===== config.mk =====
export PLATFORM = sky130hd
export DESIGN_NAME = uart_transmitter_flat
export DESIGN_NICKNAME = d
export VERILOG_FILES = /design/src/rtl/uart_transmitter_if.sv /design/src/rtl/uart_transmitter.sv /design/src/flat_wrapper.sv
export SDC_FILE = /design/constraint.sdc
export NUM_CORES = 1
export LEC_CHECK = 0
export ABC_CLOCK_PERIOD_IN_PS = 1800
export CAP_MARGIN = 10
export CORE_MARGIN = 4
export CORE_UTILIZATION = 35
export CTS_CLUSTER_DIAMETER = 40
export DETAILED_ROUTE_END_ITERATION = 7
export PLACE_DENSITY = 0.63
export SLEW_MARGIN = 20
export SYNTH_ARGS = -nofsm -noshare
export SYNTH_HDL_FRONTEND = slang
export SYNTH_SLANG_ARGS = --single-unit

===== constraint.sdc =====
create_clock -name clk -period 1.8 [get_ports clk]
set_input_delay 0.18 -clock clk [delete_from_list [all_inputs] [get_ports clk]]
set_output_delay 0.18 -clock clk [all_outputs]
set_load 0.02 [all_outputs]

===== src/rtl/uart_transmitter_if.sv =====
// Host-side handshake bundle for the UART transmitter.
// Carries the byte and start strobe in, and the serial line, busy and done back out.
interface uart_transmitter_if;
  logic [7:0] data_in;
  logic       start;
  logic       tx;
  logic       busy;
  logic       done;

  modport master (
    output data_in,
    output start,
    input  tx,
    input  busy,
    input  done
  );

  modport slave (
    input  data_in,
    input  start,
    output tx,
    output busy,
    output done
  );
endinterface


===== src/rtl/uart_transmitter.sv =====
// 8N1 UART transmitter: LSB first, idle-high line, one byte per start strobe.
// The frame is exactly 10*CLKS_PER_BIT cycles long, and done pulses as the stop bit ends.
module uart_transmitter #(
  parameter int CLKS_PER_BIT = 5208,
  parameter int CNT_W        = 13
) (
  input  logic           clk,
  input  logic           reset,
  uart_transmitter_if.slave bus
);

  typedef enum logic [1:0] {IDLE, START, DATA, STOP} state_t;

  localparam logic [CNT_W-1:0] CNT_LAST = CNT_W'(CLKS_PER_BIT - 1);

  state_t           state_q, state_d;
  logic [CNT_W-1:0] cnt_q, cnt_d;
  logic [2:0]       bit_idx_q, bit_idx_d;
  logic [7:0]       shift_q, shift_d;
  logic             tx_q, tx_d;
  logic             busy_q, busy_d;
  logic             done_q, done_d;
  logic             period_end;

  assign period_end = (cnt_q == CNT_LAST);

  always_comb begin
    state_d   = state_q;
    cnt_d     = cnt_q;
    bit_idx_d = bit_idx_q;
    shift_d   = shift_q;
    tx_d      = tx_q;
    busy_d    = busy_q;
    done_d    = 1'b0;

    if (state_q != IDLE) begin
      cnt_d = period_end ? '0 : cnt_q + CNT_W'(1);
    end

    case (state_q)
      IDLE: begin
        tx_d   = 1'b1;
        busy_d = 1'b0;
        cnt_d  = '0;
        if (bus.start) begin
          shift_d   = bus.data_in;
          bit_idx_d = '0;
          busy_d    = 1'b1;
          tx_d      = 1'b0;
          state_d   = START;
        end
      end
      START: begin
        if (period_end) begin
          bit_idx_d = '0;
          tx_d      = shift_q[0];
          state_d   = DATA;
        end
      end
      DATA: begin
        if (period_end) begin
          if (bit_idx_q == 3'd7) begin
            tx_d    = 1'b1;
            state_d = STOP;
          end else begin
            // The next bit is already sitting one place up, so drive it before shifting.
            shift_d   = {1'b0, shift_q[7:1]};
            bit_idx_d = bit_idx_q + 3'd1;
            tx_d      = shift_q[1];
          end
        end
      end
      STOP: begin
        if (period_end) begin
          done_d  = 1'b1;
          busy_d  = 1'b0;
          state_d = IDLE;
        end
      end
      default: begin
        tx_d    = 1'b1;
        busy_d  = 1'b0;
        state_d = IDLE;
      end
    endcase
  end

  always_ff @(posedge clk) begin
    if (reset) begin
      state_q   <= IDLE;
      cnt_q     <= '0;
      bit_idx_q <= '0;
      shift_q   <= '0;
      tx_q      <= 1'b1;
      busy_q    <= 1'b0;
      done_q    <= 1'b0;
    end else begin
      state_q   <= state_d;
      cnt_q     <= cnt_d;
      bit_idx_q <= bit_idx_d;
      shift_q   <= shift_d;
      tx_q      <= tx_d;
      busy_q    <= busy_d;
      done_q    <= done_d;
    end
  end

  assign bus.tx   = tx_q;
  assign bus.busy = busy_q;
  assign bus.done = done_q;

endmodule


===== src/flat_wrapper.sv =====
// flat-port wrapper written by rule: the top's interface ports become plain ports
module uart_transmitter_flat 
#(
  parameter int CLKS_PER_BIT = 5208,
  parameter int CNT_W        = 13
)
  (clk, reset, bus_data_in, bus_start, bus_tx, bus_busy, bus_done);
  uart_transmitter_if bus_i ();
  input  logic clk;
  input  logic reset;
  input wire logic [$bits(bus_i.data_in)-1:0] bus_data_in;
  input wire logic [$bits(bus_i.start)-1:0] bus_start;
  output wire logic [$bits(bus_i.tx)-1:0] bus_tx;
  output wire logic [$bits(bus_i.busy)-1:0] bus_busy;
  output wire logic [$bits(bus_i.done)-1:0] bus_done;
  assign bus_i.data_in = bus_data_in;
  assign bus_i.start = bus_start;
  assign bus_tx = bus_i.tx;
  assign bus_busy = bus_i.busy;
  assign bus_done = bus_i.done;
  uart_transmitter #(.CLKS_PER_BIT(CLKS_PER_BIT), .CNT_W(CNT_W)) u_core (.clk(clk), .reset(reset), .bus(bus_i));
endmodule

==> results.ini <==
[global_route]
grt_pass1_wl_um = 5640
overflow = 0
grt_max_degree = 19
gr-usage-all-layers_pct = 13.2
antenna_found_initial = 0
first_global_vias = 1270

[power_and_ir_drop]
ir_drop_v = 0.000519
p_int_mw = 1.76
clkPwrFrac_pct = 19.9
seq_power_share_pct = 31.3
power_density_nw_per_um2 = 1310
swShare_pct = 36.0
switchingPower_mw = 0.990
p_comb_share_pct = 48.8
power.leakage_nw = 0.759

[yosys]
synth_flop_cell = dfxtp_1
synth_cell_types = 41
synth_area_leaders = dfxtp_1, a211oi_1, ha_1
async_flop_share_pct = 0
syn_nets = 190
yosysWarningCount = 0
syn_area_um2 = 1530
syn_area_per_cell_um2 = 8.95
yosys.area.top_type = dfxtp_1
synth_edf_count = 0
ys_seq_area_share_pct = 37.9
synth_top_area_share_pct = 37.9
ys_ff_latch = 29
syn_inst = 171

[placement]
post_dp_cell_area_um2 = 1930
dp.cells = 257
port_buffers = 13
place_ws_ps = -64.1
post-dp-hpwl_um = 2550
gp_congestion = 0.740

[sta]
fin_crit_ps = 1890
fin_crit_sh_pct = 105
grt_setup_unrepaired = yes
setup_slack_ps = -88.4
hold_viol = 0
clock_skew_ps = 5.25
fmaxAchievable_mhz = 530
finalMaxSlewViolations = 0
relSlewSlack_pct = 79.5
worstMarginPinSlew_ps = 304
setup_viol = 1

[min_path]
min_to = u_core.bit_idx_q[1]
hold_path.startpoint = u_core.bit_idx_q[1]
min_path_cells = 2
worst_hold_path_type = reg2reg

[critical_path]
crit_required_ps = 1960
cp_data_arrival_time_ps = 2050
reg2reg_slack_ps = -90
critPathLaunchType = register
end_kind = register
critPathKind = reg2reg
crit_fanout = 6
reg2reg_depth = 5
rr_startpoint = u_core.cnt_q[9]
r2r-end = u_core.state_q[1]

[job]
cap_violations = 0

[routing]
drc = 0
totalWireLength_um = 3530
first_pass_iters = 4
drt_iter0_drc = 42
wl_per_cell_um = 13.3
via_per_inst = 5.20
antenna_left = 0
num_vias = 1384

[clocking]
htreeDepth = 2
cts_hold_buf = 0
insertion_delay_ps = 280
cts-buffers-inserted = 5
clk_pin_slew_ps = 60
clock-sinks = 29
cts_tree = built
cts_root_buf = clkbuf_8
clockBufferDepth = 2

[run_status]
run_status = complete, but fails checks
violations = setup timing

[die]
rows = 23
initial_core_util_pct = 37.2
pin_count = 14
die_area_um2 = 5490
dieHeight_um = 74.1
coreArea_um2 = 4120
die_w_um = 74.1

[layout]
final_nets = 235
final_area_um2 = 2100
n_antenna_cell = 0
final_core_util_pct = 51.0
syn_to_final_growth_pct = 37.1
stdcell_count = 266
drive_gt1_share_pct = 25.9

routing by layer:
layer / global-route usage, % / up-vias / wire length (µm)
met5: 0 / - / 0
met3: 3.65 / 4 / 110
met1: 17.4 / 643 / 1710
met2: 20.5 / 17 / 1660
li1: - / 720 / -
met4: 5.43 / 0 / 44
state kept, by name, summed over array words and instances (netlist names):
name,count
u_core.bit_idx_q,3
u_core.bus.busy,1
u_core.bus.done,1
u_core.bus.tx,1
u_core.cnt_q,13
u_core.shift_q,8
u_core.state_q,2
cell families (layout without fill, tap and decap cells):
kind of cell	Yosys count	in the layout	share of synthesized area, %
AO/OA/AOI/OAI	37	37	17.4
AND/OR/NAND/NOR	64	64	23.3
adder cells (fa/ha/maj)	8	8	6.54
multiplexers	8	8	5.23
buffers and inverters	15	60	3.84
XOR/XNOR	10	10	5.72
flip-flops	29	29	37.9
power by group through the flow:
stage / sequential [mW] / clock, mW / combinational [mW]
after detailed placement: 0.872 / 0 / 1.21
after CTS: 0.860 / 0.559 / 1.24
after floorplan: 0.876 / 0 / 0.744
after global routing: 0.879 / 0.583 / 1.47
final: 0.861 / 0.546 / 1.34
after global placement: 0.869 / 0 / 1.20
worst max-delay path, cell delays in order (launching register included):
cell,delay [ps]
dfxtp_2,320
or4b_4,560
o32a_1,390
buf_4,160
o21ai_0,250
a21oi_2,90
cells in the mapped netlist (all sizes together) (3+ instances only):
master,n
a211oi,15
a21oi,9
buf,3
clkbuf,3
dfxtp,29
ha,8
inv,9
mux2i,8
nand2,7
nand2b,4
nand3,5
nand4,3
nor2,20
nor3,7
nor4,4
xnor2,8
through the flow:
stage                     power [mW]  setup TNS, ps  hold WS, ps
after global placement          2.07           -120          467
after global routing            2.93           -305          502
final                           2.75          -88.4          478
after CTS                       2.66          -8.91          484
after floorplan                 1.62          -20.5          344
after detailed placement        2.08           -378          471
how the worst max path moves through the flow:
stage                    startpoint           endpoint  slack (ps)  depth (start not counted)
floorplan           u_core.cnt_q[8]  u_core.state_q[1]         -20                          5
global placement    u_core.cnt_q[8]  u_core.shift_q[6]         -30                          5
detailed placement  u_core.cnt_q[8]  u_core.shift_q[3]         -60                          5
CTS                 u_core.cnt_q[8]  u_core.state_q[1]          -9                          4
global route        u_core.cnt_q[9]  u_core.state_q[1]        -140                          5
finish              u_core.cnt_q[9]  u_core.state_q[1]         -90                          5
layout make-up:
type	count	area (µm²)
fillers	396	2020
multi-input cells	127	953
flip-flops and latches	29	583
repair buffers	44	379
clock buffers	7	86.3
well taps	50	62.6
inverters	9	33.8
repair_timing:
action | CTS | global route
buffers inserted | 0 | 2
gates resized for setup | 5 | 10
setup endpoints to repair | 12 | 18
pin swaps | 2 | 11
placed cells by master (no fill, tap or decap), drive strengths merged, types with 8 or more instances in the layout:
master	count
a21oi	9
clkdlybuf4s50	13
buf	31
inv	9
nor2	20
mux2i	8
dfxtp	29
ha	8
a211oi	15
xnor2	8
Note: power is estimated with default switching activity, not from simulation.
